File: config.mk
export PLATFORM = sky130hd
export DESIGN_NAME = lif_layer_sequencer_flat
export DESIGN_NICKNAME = d
export VERILOG_FILES = /design/src/rtl/lif_pkg.sv /design/src/rtl/lif_layer_sequencer_if.sv /design/src/rtl/lif_update_core.sv /design/src/rtl/lif_layer_sequencer.sv /design/src/flat_wrapper.sv
export SDC_FILE = /design/constraint.sdc
export NUM_CORES = 1
export LEC_CHECK = 0
export ABC_AREA = 0
export ABC_CLOCK_PERIOD_IN_PS = 12560
export BUFFER_PORTS_ARGS = -buffer_cell sky130_fd_sc_hd__buf_2
export CORE_MARGIN = 2
export CORE_UTILIZATION = 29
export CTS_CLUSTER_SIZE = 12
export DETAILED_ROUTE_END_ITERATION = 8
export PLACE_DENSITY = 0.42
export SYNTH_ARGS = -nofsm -noshare
export SYNTH_HDL_FRONTEND = slang
export SYNTH_SLANG_ARGS = --single-unit
File: constraint.sdc
create_clock -name clk -period 12.56 [get_ports clk]
set_clock_uncertainty 0.2 [all_clocks]
set_input_delay 0.628 -clock clk [delete_from_list [all_inputs] [get_ports clk]]
set_output_delay 0.628 -clock clk [all_outputs]
set_load 0.02 [all_outputs]
File: src/rtl/lif_pkg.sv
// Shared types and constants for the LIF layer sequencer: FSM states,
// datapath widths and the saturation bounds of the membrane potential.
package lif_pkg;

  typedef enum logic [1:0] {
    ST_IDLE = 2'd0,
    ST_RUN  = 2'd1,
    ST_DONE = 2'd2
  } state_t;

  localparam int V_W   = 8;
  localparam int UPD_W = 10;

  localparam logic signed [UPD_W-1:0] V_MAX = 10'sd127;
  localparam logic signed [UPD_W-1:0] V_MIN = -10'sd128;

  function automatic logic signed [UPD_W-1:0] sext_upd(input logic signed [V_W-1:0] x);
    return {{(UPD_W-V_W){x[V_W-1]}}, x};
  endfunction

endpackage

File: src/rtl/lif_layer_sequencer_if.sv
// Timestep request/response bundle between the timestep controller (master)
// and the LIF layer sequencer (slave).
interface lif_layer_sequencer_if #(
  parameter int N_NEURONS = 4
);
  import lif_pkg::*;

  // step_start is a single-cycle request, accepted only when the sequencer is
  // idle; step_busy covers the run, step_done pulses once per accepted request
  // and spike_vec is valid from that pulse until the next one.
  logic                   step_start;
  logic [8*N_NEURONS-1:0] input_current;
  logic [7:0]             threshold;
  logic [7:0]             decay;
  logic [7:0]             refractory_period;
  logic                   step_busy;
  logic                   step_done;
  logic [N_NEURONS-1:0]   spike_vec;
  logic                   overrun;
  state_t                 dbg_state;

  modport master (
    output step_start, input_current, threshold, decay, refractory_period,
    input  step_busy, step_done, spike_vec, overrun, dbg_state
  );

  modport slave (
    input  step_start, input_current, threshold, decay, refractory_period,
    output step_busy, step_done, spike_vec, overrun, dbg_state
  );

endinterface

File: src/rtl/lif_update_core.sv
// Combinational single-neuron leaky-integrate-and-fire update: refractory
// countdown, threshold fire with subtractive reset, or saturating integrate.
module lif_update_core
  import lif_pkg::*;
(
  input  logic signed [V_W-1:0] v_i,
  input  logic        [V_W-1:0] r_i,
  input  logic signed [V_W-1:0] cur_i,
  input  logic signed [V_W-1:0] thr_i,
  input  logic signed [V_W-1:0] decay_i,
  input  logic        [V_W-1:0] refr_i,
  output logic signed [V_W-1:0] v_d_o,
  output logic        [V_W-1:0] r_d_o,
  output logic                  spike_o
);

  logic signed [UPD_W-1:0] leak;
  logic signed [UPD_W-1:0] sum;

  always_comb begin
    // Leak pulls the potential toward zero from either side.
    leak    = v_i[V_W-1] ? sext_upd(decay_i) : -sext_upd(decay_i);
    sum     = sext_upd(v_i) + sext_upd(cur_i) + leak;
    v_d_o   = v_i;
    r_d_o   = r_i;
    spike_o = 1'b0;
    if (r_i != '0) begin
      r_d_o = r_i - 8'd1;
    end else if (v_i >= thr_i) begin
      spike_o = 1'b1;
      v_d_o   = v_i - thr_i;
      r_d_o   = refr_i;
    end else if (sum > V_MAX) begin
      v_d_o = V_MAX[V_W-1:0];
    end else if (sum < V_MIN) begin
      v_d_o = V_MIN[V_W-1:0];
    end else begin
      v_d_o = sum[V_W-1:0];
    end
  end

endmodule

File: src/rtl/lif_layer_sequencer.sv
// Time-multiplexed LIF layer: one shared update core walks N_NEURONS neurons,
// one per cycle, per timestep. Optional sticky overrun flag: LIF_SEQ_OVERRUN_EN.
module lif_layer_sequencer
  import lif_pkg::*;
#(
  parameter int N_NEURONS = 4,
  parameter int IDX_W     = $clog2(N_NEURONS)
) (
  input logic                  clk,
  input logic                  reset,
  lif_layer_sequencer_if.slave bus
);

  state_t                    state_q;
  logic [IDX_W-1:0]          idx_q;
  logic signed [V_W-1:0]     v_q   [N_NEURONS];
  logic        [V_W-1:0]     r_q   [N_NEURONS];
  logic signed [V_W-1:0]     cur_q [N_NEURONS];
  logic signed [V_W-1:0]     thr_q;
  logic signed [V_W-1:0]     dec_q;
  logic        [V_W-1:0]     refr_q;
  logic [N_NEURONS-1:0]      stage_q;
  logic [N_NEURONS-1:0]      spike_vec_q;
  logic                      busy_q;
  logic                      done_q;

  logic signed [V_W-1:0]     v_d;
  logic        [V_W-1:0]     r_d;
  logic                      spike_d;

  lif_update_core u_core (
    .v_i     (v_q[idx_q]),
    .r_i     (r_q[idx_q]),
    .cur_i   (cur_q[idx_q]),
    .thr_i   (thr_q),
    .decay_i (dec_q),
    .refr_i  (refr_q),
    .v_d_o   (v_d),
    .r_d_o   (r_d),
    .spike_o (spike_d)
  );

  always_ff @(posedge clk or posedge reset) begin
    if (reset) begin
      state_q     <= ST_IDLE;
      idx_q       <= '0;
      thr_q       <= '0;
      dec_q       <= '0;
      refr_q      <= '0;
      stage_q     <= '0;
      spike_vec_q <= '0;
      busy_q      <= 1'b0;
      done_q      <= 1'b0;
      for (int k = 0; k < N_NEURONS; k++) begin
        v_q[k]   <= '0;
        r_q[k]   <= '0;
        cur_q[k] <= '0;
      end
    end else begin
      done_q <= 1'b0;
      case (state_q)
        ST_IDLE: begin
          busy_q <= 1'b0;
          if (bus.step_start) begin
            // Shadow copies make the whole step immune to input changes.
            for (int k = 0; k < N_NEURONS; k++) begin
              cur_q[k] <= bus.input_current[8*k +: 8];
            end
            thr_q   <= bus.threshold;
            dec_q   <= bus.decay;
            refr_q  <= bus.refractory_period;
            idx_q   <= '0;
            stage_q <= '0;
            state_q <= ST_RUN;
          end
        end
        ST_RUN: begin
          busy_q         <= 1'b1;
          v_q[idx_q]     <= v_d;
          r_q[idx_q]     <= r_d;
          stage_q[idx_q] <= spike_d;
          if (idx_q == IDX_W'(N_NEURONS - 1)) begin
            state_q <= ST_DONE;
          end else begin
            idx_q <= idx_q + 1'b1;
          end
        end
        ST_DONE: begin
          busy_q      <= 1'b1;
          done_q      <= 1'b1;
          spike_vec_q <= stage_q;
          state_q     <= ST_IDLE;
        end
        default: state_q <= ST_IDLE;
      endcase
    end
  end

`ifdef LIF_SEQ_OVERRUN_EN
  logic overrun_q;

  always_ff @(posedge clk or posedge reset) begin
    if (reset) begin
      overrun_q <= 1'b0;
    end else if (bus.step_start && (state_q != ST_IDLE)) begin
      overrun_q <= 1'b1;
    end
  end

  assign bus.overrun = overrun_q;
`else
  assign bus.overrun = 1'b0;
`endif

  assign bus.step_busy = busy_q;
  assign bus.step_done = done_q;
  assign bus.spike_vec = spike_vec_q;
  assign bus.dbg_state = state_q;

endmodule

File: src/flat_wrapper.sv
// flat-port wrapper written by rule: the top's interface ports become plain ports
module lif_layer_sequencer_flat import lif_pkg::*;
#(
  parameter int N_NEURONS = 4,
  parameter int IDX_W     = $clog2(N_NEURONS)
)
  (clk, reset, bus_step_start, bus_input_current, bus_threshold, bus_decay, bus_refractory_period, bus_step_busy, bus_step_done, bus_spike_vec, bus_overrun, bus_dbg_state);
  lif_layer_sequencer_if #(.N_NEURONS(N_NEURONS)) bus_i ();
  input logic clk;
  input logic reset;
  input wire logic [$bits(bus_i.step_start)-1:0] bus_step_start;
  input wire logic [$bits(bus_i.input_current)-1:0] bus_input_current;
  input wire logic [$bits(bus_i.threshold)-1:0] bus_threshold;
  input wire logic [$bits(bus_i.decay)-1:0] bus_decay;
  input wire logic [$bits(bus_i.refractory_period)-1:0] bus_refractory_period;
  output wire logic [$bits(bus_i.step_busy)-1:0] bus_step_busy;
  output wire logic [$bits(bus_i.step_done)-1:0] bus_step_done;
  output wire logic [$bits(bus_i.spike_vec)-1:0] bus_spike_vec;
  output wire logic [$bits(bus_i.overrun)-1:0] bus_overrun;
  output wire logic [$bits(bus_i.dbg_state)-1:0] bus_dbg_state;
  assign bus_i.step_start = bus_step_start;
  assign bus_i.input_current = bus_input_current;
  assign bus_i.threshold = bus_threshold;
  assign bus_i.decay = bus_decay;
  assign bus_i.refractory_period = bus_refractory_period;
  assign bus_step_busy = bus_i.step_busy;
  assign bus_step_done = bus_i.step_done;
  assign bus_spike_vec = bus_i.spike_vec;
  assign bus_overrun = bus_i.overrun;
  assign bus_dbg_state = bus_i.dbg_state;
  lif_layer_sequencer #(.N_NEURONS(N_NEURONS), .IDX_W(IDX_W)) u_core (.clk(clk), .reset(reset), .bus(bus_i));
endmodule
Word level (Yosys, flattened, before mapping)
Cells that the tools add are included.
{"block": "word_totals", "output_inout_bits": 9, "wordCells": 87, "register_bits": 134, "input_bits": 59}
{"block": "op_classes", "mux": 35, "n_lt_le_gt_ge": 7, "n_reduce_logical": 11, "bitwise": 1, "n_eq_ne": 6, "n_addsub": 6}
{"operator": "$mux W8", "n": 13}
{"operator": "$bwmux W32", "n": 2}
{"operator": "$bmux W8 S2", "n": 3}
{"operator": "$demux W8 S2", "n": 1}
{"operator": "$add A9 B10 Y10", "n": 1}
{"operator": "$gt A10 B8 Y1 const B", "n": 1}
{"operator": "$lt A10 B8 Y1 const B", "n": 1}
{"operator": "$mux W10", "n": 1}
{"operator": "$neg A8 Y10", "n": 1}
{"operator": "$add A8 B8 Y9", "n": 1}
{"operator": "$ge A8 B8 Y1", "n": 1}
{"operator": "$mux W2", "n": 4}
{"operator": "$pmux W2 S2", "n": 2}
{"operator": "$pmux W4 S2", "n": 1}
{"operator": "$reduce_bool A8 Y1", "n": 1}
{"operator": "$sub A8 B1 Y8 const B", "n": 1}
{"operator": "$sub A8 B8 Y8", "n": 1}
{"operator": "$reduce_and A2 Y1", "n": 3}
{"operator": "$bwmux W4", "n": 1}
{"operator": "$eq A2 B2 Y1 const B", "n": 2}
{"operator": "$mux W1", "n": 4}
{"operator": "$mux W4", "n": 1}
{"operator": "$ne A2 B2 Y1 const B", "n": 2}
{"operator": "$reduce_bool A2 Y1", "n": 2}
{"operator": "other kinds (14)", "n": 15}

Longest topological paths before layout
{"block": "logic_depth", "depth_word": 12, "depth_mapped": 16, "ltp_nobuf": 16}

Modules after synthesis
A second synthesis with hierarchy kept.
{"block": "hier_totals", "hier_cells": 573, "hier_area_um2": 7688.6}
{"mod": "lif_layer_sequencer", "cells_each": 354, "area_each_um2": 6090.8, "seq_area_each_um2": 3353.2, "n_inst": 1}
{"mod": "lif_update_core", "cells_each": 219, "area_each_um2": 1597.8, "seq_area_each_um2": 0.0, "n_inst": 1}

Least setup slack after synthesis
Ideal clock, no wire load.
{"block": "synth_path", "path_kind": "register -> register", "from": "register u_core.idx_q[0]", "to": "register u_core.v_q[11] (netlist name)", "arrival_time_ps": 4732, "path_stages_with_launch": 16, "path_buffers": 3, "period_less_slack_ps": 5057, "setup_slack_ps": 7503, "setup_time_ps": 125, "required_ps": 12235, "path_cell_list": "dfrtp_1 buf_2 buf_1 clkbuf_1 mux4_2 inv_1 fa_1 inv_1 ha_1 a21oi_1 a21boi_0 o21ai_0 xnor2_2 o31ai_2 o41a_1 mux2_2"}
{"block": "synth_via", "elab_chain_cells": 12, "word_cells_on_any_way": 28, "classes_between": "add/sub: 3; order compare: 5; mux: 17; bitwise: 1; reduce/logical: 2"}
{"element": "start, declared", "line_no": "lif_layer_sequencer.sv:15", "source": "logic [IDX_W-1:0] idx_q;"}
{"element": "start signal, assigned", "line_no": "lif_layer_sequencer.sv:85", "source": "idx_q <= idx_q + 1'b1;"}
{"element": "$not A2 Y3 (implied by the code) (*)"}
{"element": "$bmux W8 S2, on equally long branches", "line_no": "lif_layer_sequencer.sv:32, lif_layer_sequencer.sv:34"}
{"element": "$mux W8, on equally long branches (2 in a row)", "line_no": "lif_layer_sequencer.sv:32, lif_layer_sequencer.sv:34"}
{"element": "$add A8 B8 Y9 / $mux W10 (equally long branches)", "line_no": "lif_update_core.sv:23, lif_update_core.sv:22"}
{"element": "$add A9 B10 Y10", "line_no": "lif_update_core.sv:23", "source": "sum = sext_upd(v_i) + sext_upd(cur_i) + leak;"}
{"element": "$lt A10 B8 Y1", "line_no": "lif_update_core.sv:35", "source": "end else if (sum < V_MIN) begin"}
{"element": "$mux W8", "line_no": "lif_update_core.sv:35"}
{"element": "$mux W8", "line_no": "lif_update_core.sv:33", "source": "end else if (sum > V_MAX) begin"}
{"element": "$mux W8", "line_no": "lif_update_core.sv:29", "source": "end else if (v_i >= thr_i) begin"}
{"element": "$mux W8", "line_no": "lif_update_core.sv:27", "source": "if (r_i != '0) begin"}
{"element": "$bwmux W32 (*)", "line_no": "lif_layer_sequencer.sv:79", "source": "v_q[idx_q] <= v_d;"}
{"element": "end signal, assigned by index", "line_no": "lif_layer_sequencer.sv:79"}
{"element": "end, declared", "line_no": "lif_layer_sequencer.sv:16", "source": "logic signed [V_W-1:0] v_q [N_NEURONS];"}
Every way passes the cells marked *; elsewhere a longest branch is shown, timed or not. The select of a mux whose other input is x is not followed.
A chain may end at the register's enable or synchronous reset.

Worst setup path after layout
{"block": "layout_path", "from": "register u_core.idx_q[0]", "to": "register u_core.v_q[27] (netlist name)"}
The elaborated chain is that of the path after synthesis.

==> summary.txt <==
Critical path
  – Critical Path AT: 4930 ps
  – CP max stage cell: mux4_2
  – Number of cells on the critical path: 14
  – CP delay by family, top: compound AO/OA/AOI/OAI gates
  – CP Data Required Time: 12660 ps
  – Setup crit end kind: flip-flop
  – Number of buffers and inverters on the critical path: 2
  – CP Launch Type: flip-flop
  – Worst r2r path cells: 14
  – Type of the worst setup path: reg -> reg
  – Critical-path cell list: mux4_2 > inv_1 > o21ai_0 > xor2_1 > fa_1 > inv_1 > ha_1 > nand2_1 > a21boi_0 > o21ai_0 > xnor2_2 > o31ai_2 > o41a_1 > mux2_2
  – CP max FO: 15
  – Crit-path max cell delay: 680 ps

GRT
  – First-pass GRT wire length: 30.7 mm
  – Largest net degree at the start of global routing: 73
  – GRT Residual Overflow: 0
  – Initial antenna violation count: 0
  – Number of global-route vias before repair: 5515
  – GRT Overall Usage: 14.9%

Logic synthesis
  – Async set or reset register ratio after synthesis: 100%
  – Ys flop type: dfrtp_1
  – Synth Register Bits: 134
  – Part of the Yosys area used for sequential elements: 44.5%
  – Synth cell types: 61
  – Post-synth EDFFs: 0
  – Post-synth net total: 748
  – Mean post-synth cell area: 11.6 um^2
  – Yosys warns: 0
  – Mapped cell area: 0.00753 mm^2
  – Syn Inst Count: 651

Final layout
  – ANT cells: 0
  – Syn-to-layout area delta: 15.8%
  – Layout cells sized above 1: 32.2%
  – Net count, final: 802
  – Fin area: 0.00872 mm^2

Drt
  – Vias: 5220
  – DR WL/cell: 17.9 um
  – DRC: 0
  – Mean number of vias per cell: 4.98
  – DR iter-0 viols: 327
  – Post-detailed-route count of antenna-violating nets: 0
  – Drt total wl: 18.8 mm
  – 1st-pass router iterations: 6

Clocking
  – Worst-path clk slew: 60 ps
  – Worst-Skew Late Latency: 420 ps
  – # clock sinks: 134
  – CTS tree: yes
  – Num CTS Buffers: 17
  – CTS resizes: 0
  – CTS root buffer: clkbuf_16
  – Max Buffers Root-to-Sink: 2
  – # hold bufs at CTS: 0
  – H-tree levels: 4
  – Setup Fix Bufs, Post-CTS: 0

STA
  – Max Transition Viols Final: 0
  – Crit path time final: 4830 ps
  – Fin. Hold Viols: 0
  – Setup TNS: 0 ps
  – Relative slew slack: 37.4%
  – Hold WS: 110 ps
  – Final setup fails: 0
  – Least-Margin Pin Slew: 936 ps
  – RSZ-0062 raised after global routing: false
  – Final Cycle Share: 38.5%
  – Final setup margin: 7730 ps
  – FMAX: 207 MHz

Floorplan
  – Core ar.: 0.0253 mm^2
  – Die footprint: 0.0273 mm^2
  – # IOs: 68
  – Starting Density: 29.7%
  – Site row count: 58
  – Die H: 165 um
  – Die Wd: 165 um

Outcome
  – Status: completed

Placement
  – Pre-CTS setup slack: 7700 ps
  – Port Buffers: 66
  – Routability cong.: 0.820
  – Total placed instance area: 0.00817 mm^2
  – Final HPWL DP: 13.4 mm

Hold path
  – HP Class: in -> async

Flow run
  – Maximum Capacitance Violations: 0
==> kinds of logic after synthesis <==
| logic type | after synthesis | synth area share (%) |
|---|---|---|
| AOI/OAI and AO/OA | 135 | 11.3 |
| DFF | 134 | 44.5 |
| and+or+nand+nor | 131 | 8.73 |
| muxes | 125 | 22.2 |
| buffers and inverters | 69 | 3.54 |
| adders and majority gates | 38 | 7.41 |
| xor gates and xnor gates | 18 | 2.19 |
| other | 1 | 0.0498 |
==> cells in the final DEF (no fill, tap or decap), drive strengths merged, types with 8 or more instances in the layout <==
cell	count
mux2	97
xnor2	8
ha	27
fa	11
nand2	38
a21oi	30
nor2	31
mux4	24
dfrtp	134
clkbuf	22
o21ai	51
xor2	10
buf	71
nor3	10
inv	36
nand3	12
==> sequential cells by signal (all words and copies together), names as in the netlist <==
| signal | count |
|---|---|
| u_core.cur_q | 32 |
| u_core.r_q | 32 |
| u_core.v_q | 32 |
| u_core.dec_q | 8 |
| u_core.refr_q | 8 |
| u_core.thr_q | 8 |
| u_core.bus.spike_vec | 4 |
| u_core.stage_q | 4 |
| u_core.bus.dbg_state | 2 |
| u_core.idx_q | 2 |
| u_core.bus.step_busy | 1 |
| u_core.bus.step_done | 1 |
==> per-layer routing <==
layer / share of wire, % / vias up / global-route usage [%] / wire length (um)
met1: 48 / 2611 / 20.4 / 8950
met4: 1.0 / 0 / 4.70 / 197
met3: 3.7 / 16 / 2.77 / 689
met5: 0 / - / 0 / 0
met2: 48 / 127 / 24.1 / 8960
li1: - / 2466 / - / -
==> final cells by class <==
| cell class | count | area [um^2] |
|---|---|---|
| clock buffer | 22 | 474 |
| clock inverter | 10 | 70.1 |
| fill | 2492 | 16600 |
| inverter | 33 | 129 |
| multi-input combinational | 448 | 3910 |
| sequential | 134 | 3350 |
| tap | 330 | 413 |
| timing repair buffer | 71 | 368 |
==> metrics by stage <==
step,instances,util [%]
3_5_place_dp,1016,32.3
3_3_place_gp,1016,32.3
4_1_cts,1048,34.4
2_1_floorplan,651,-
5_1_grt,1048,34.4
6_report,1048,34.4
==> worst paths after layout <==
kind | startpoint | to | slack (ps)
worst min-delay path | reset | u_core.r_q[12] | 110
max in group asynchronous | reset | u_core.thr_q[5] | 10710
worst min register to register | u_core.v_q[14] | u_core.v_q[14] | 280
worst max register to register | u_core.idx_q[0] | u_core.v_q[27] | 7730
min in group clk | bus_input_current[29] | u_core.cur_q[5] | 230
worst max-delay path | u_core.idx_q[0] | u_core.v_q[27] | 7730
==> synth_stat cells, types with 7 or more instances <==
cell	instances	area (um^2)
a21oi_1	30	150
clkbuf_1	30	113
dfrtp_1	134	3350
fa_1	11	220
ha_1	27	338
inv_1	33	124
mux2_2	97	1090
mux4_2	24	541
nand2_1	38	143
nand3_1	12	60.1
nor2_1	31	116
nor3_1	8	40.0
o21ai_0	14	70.1
o21ai_1	37	185
xnor2_1	7	61.3
xor2_1	10	87.6
Power is left out: the tool's default activity adds up to more than one toggle a clock period on the data nets, which glitch-free logic cannot reach.
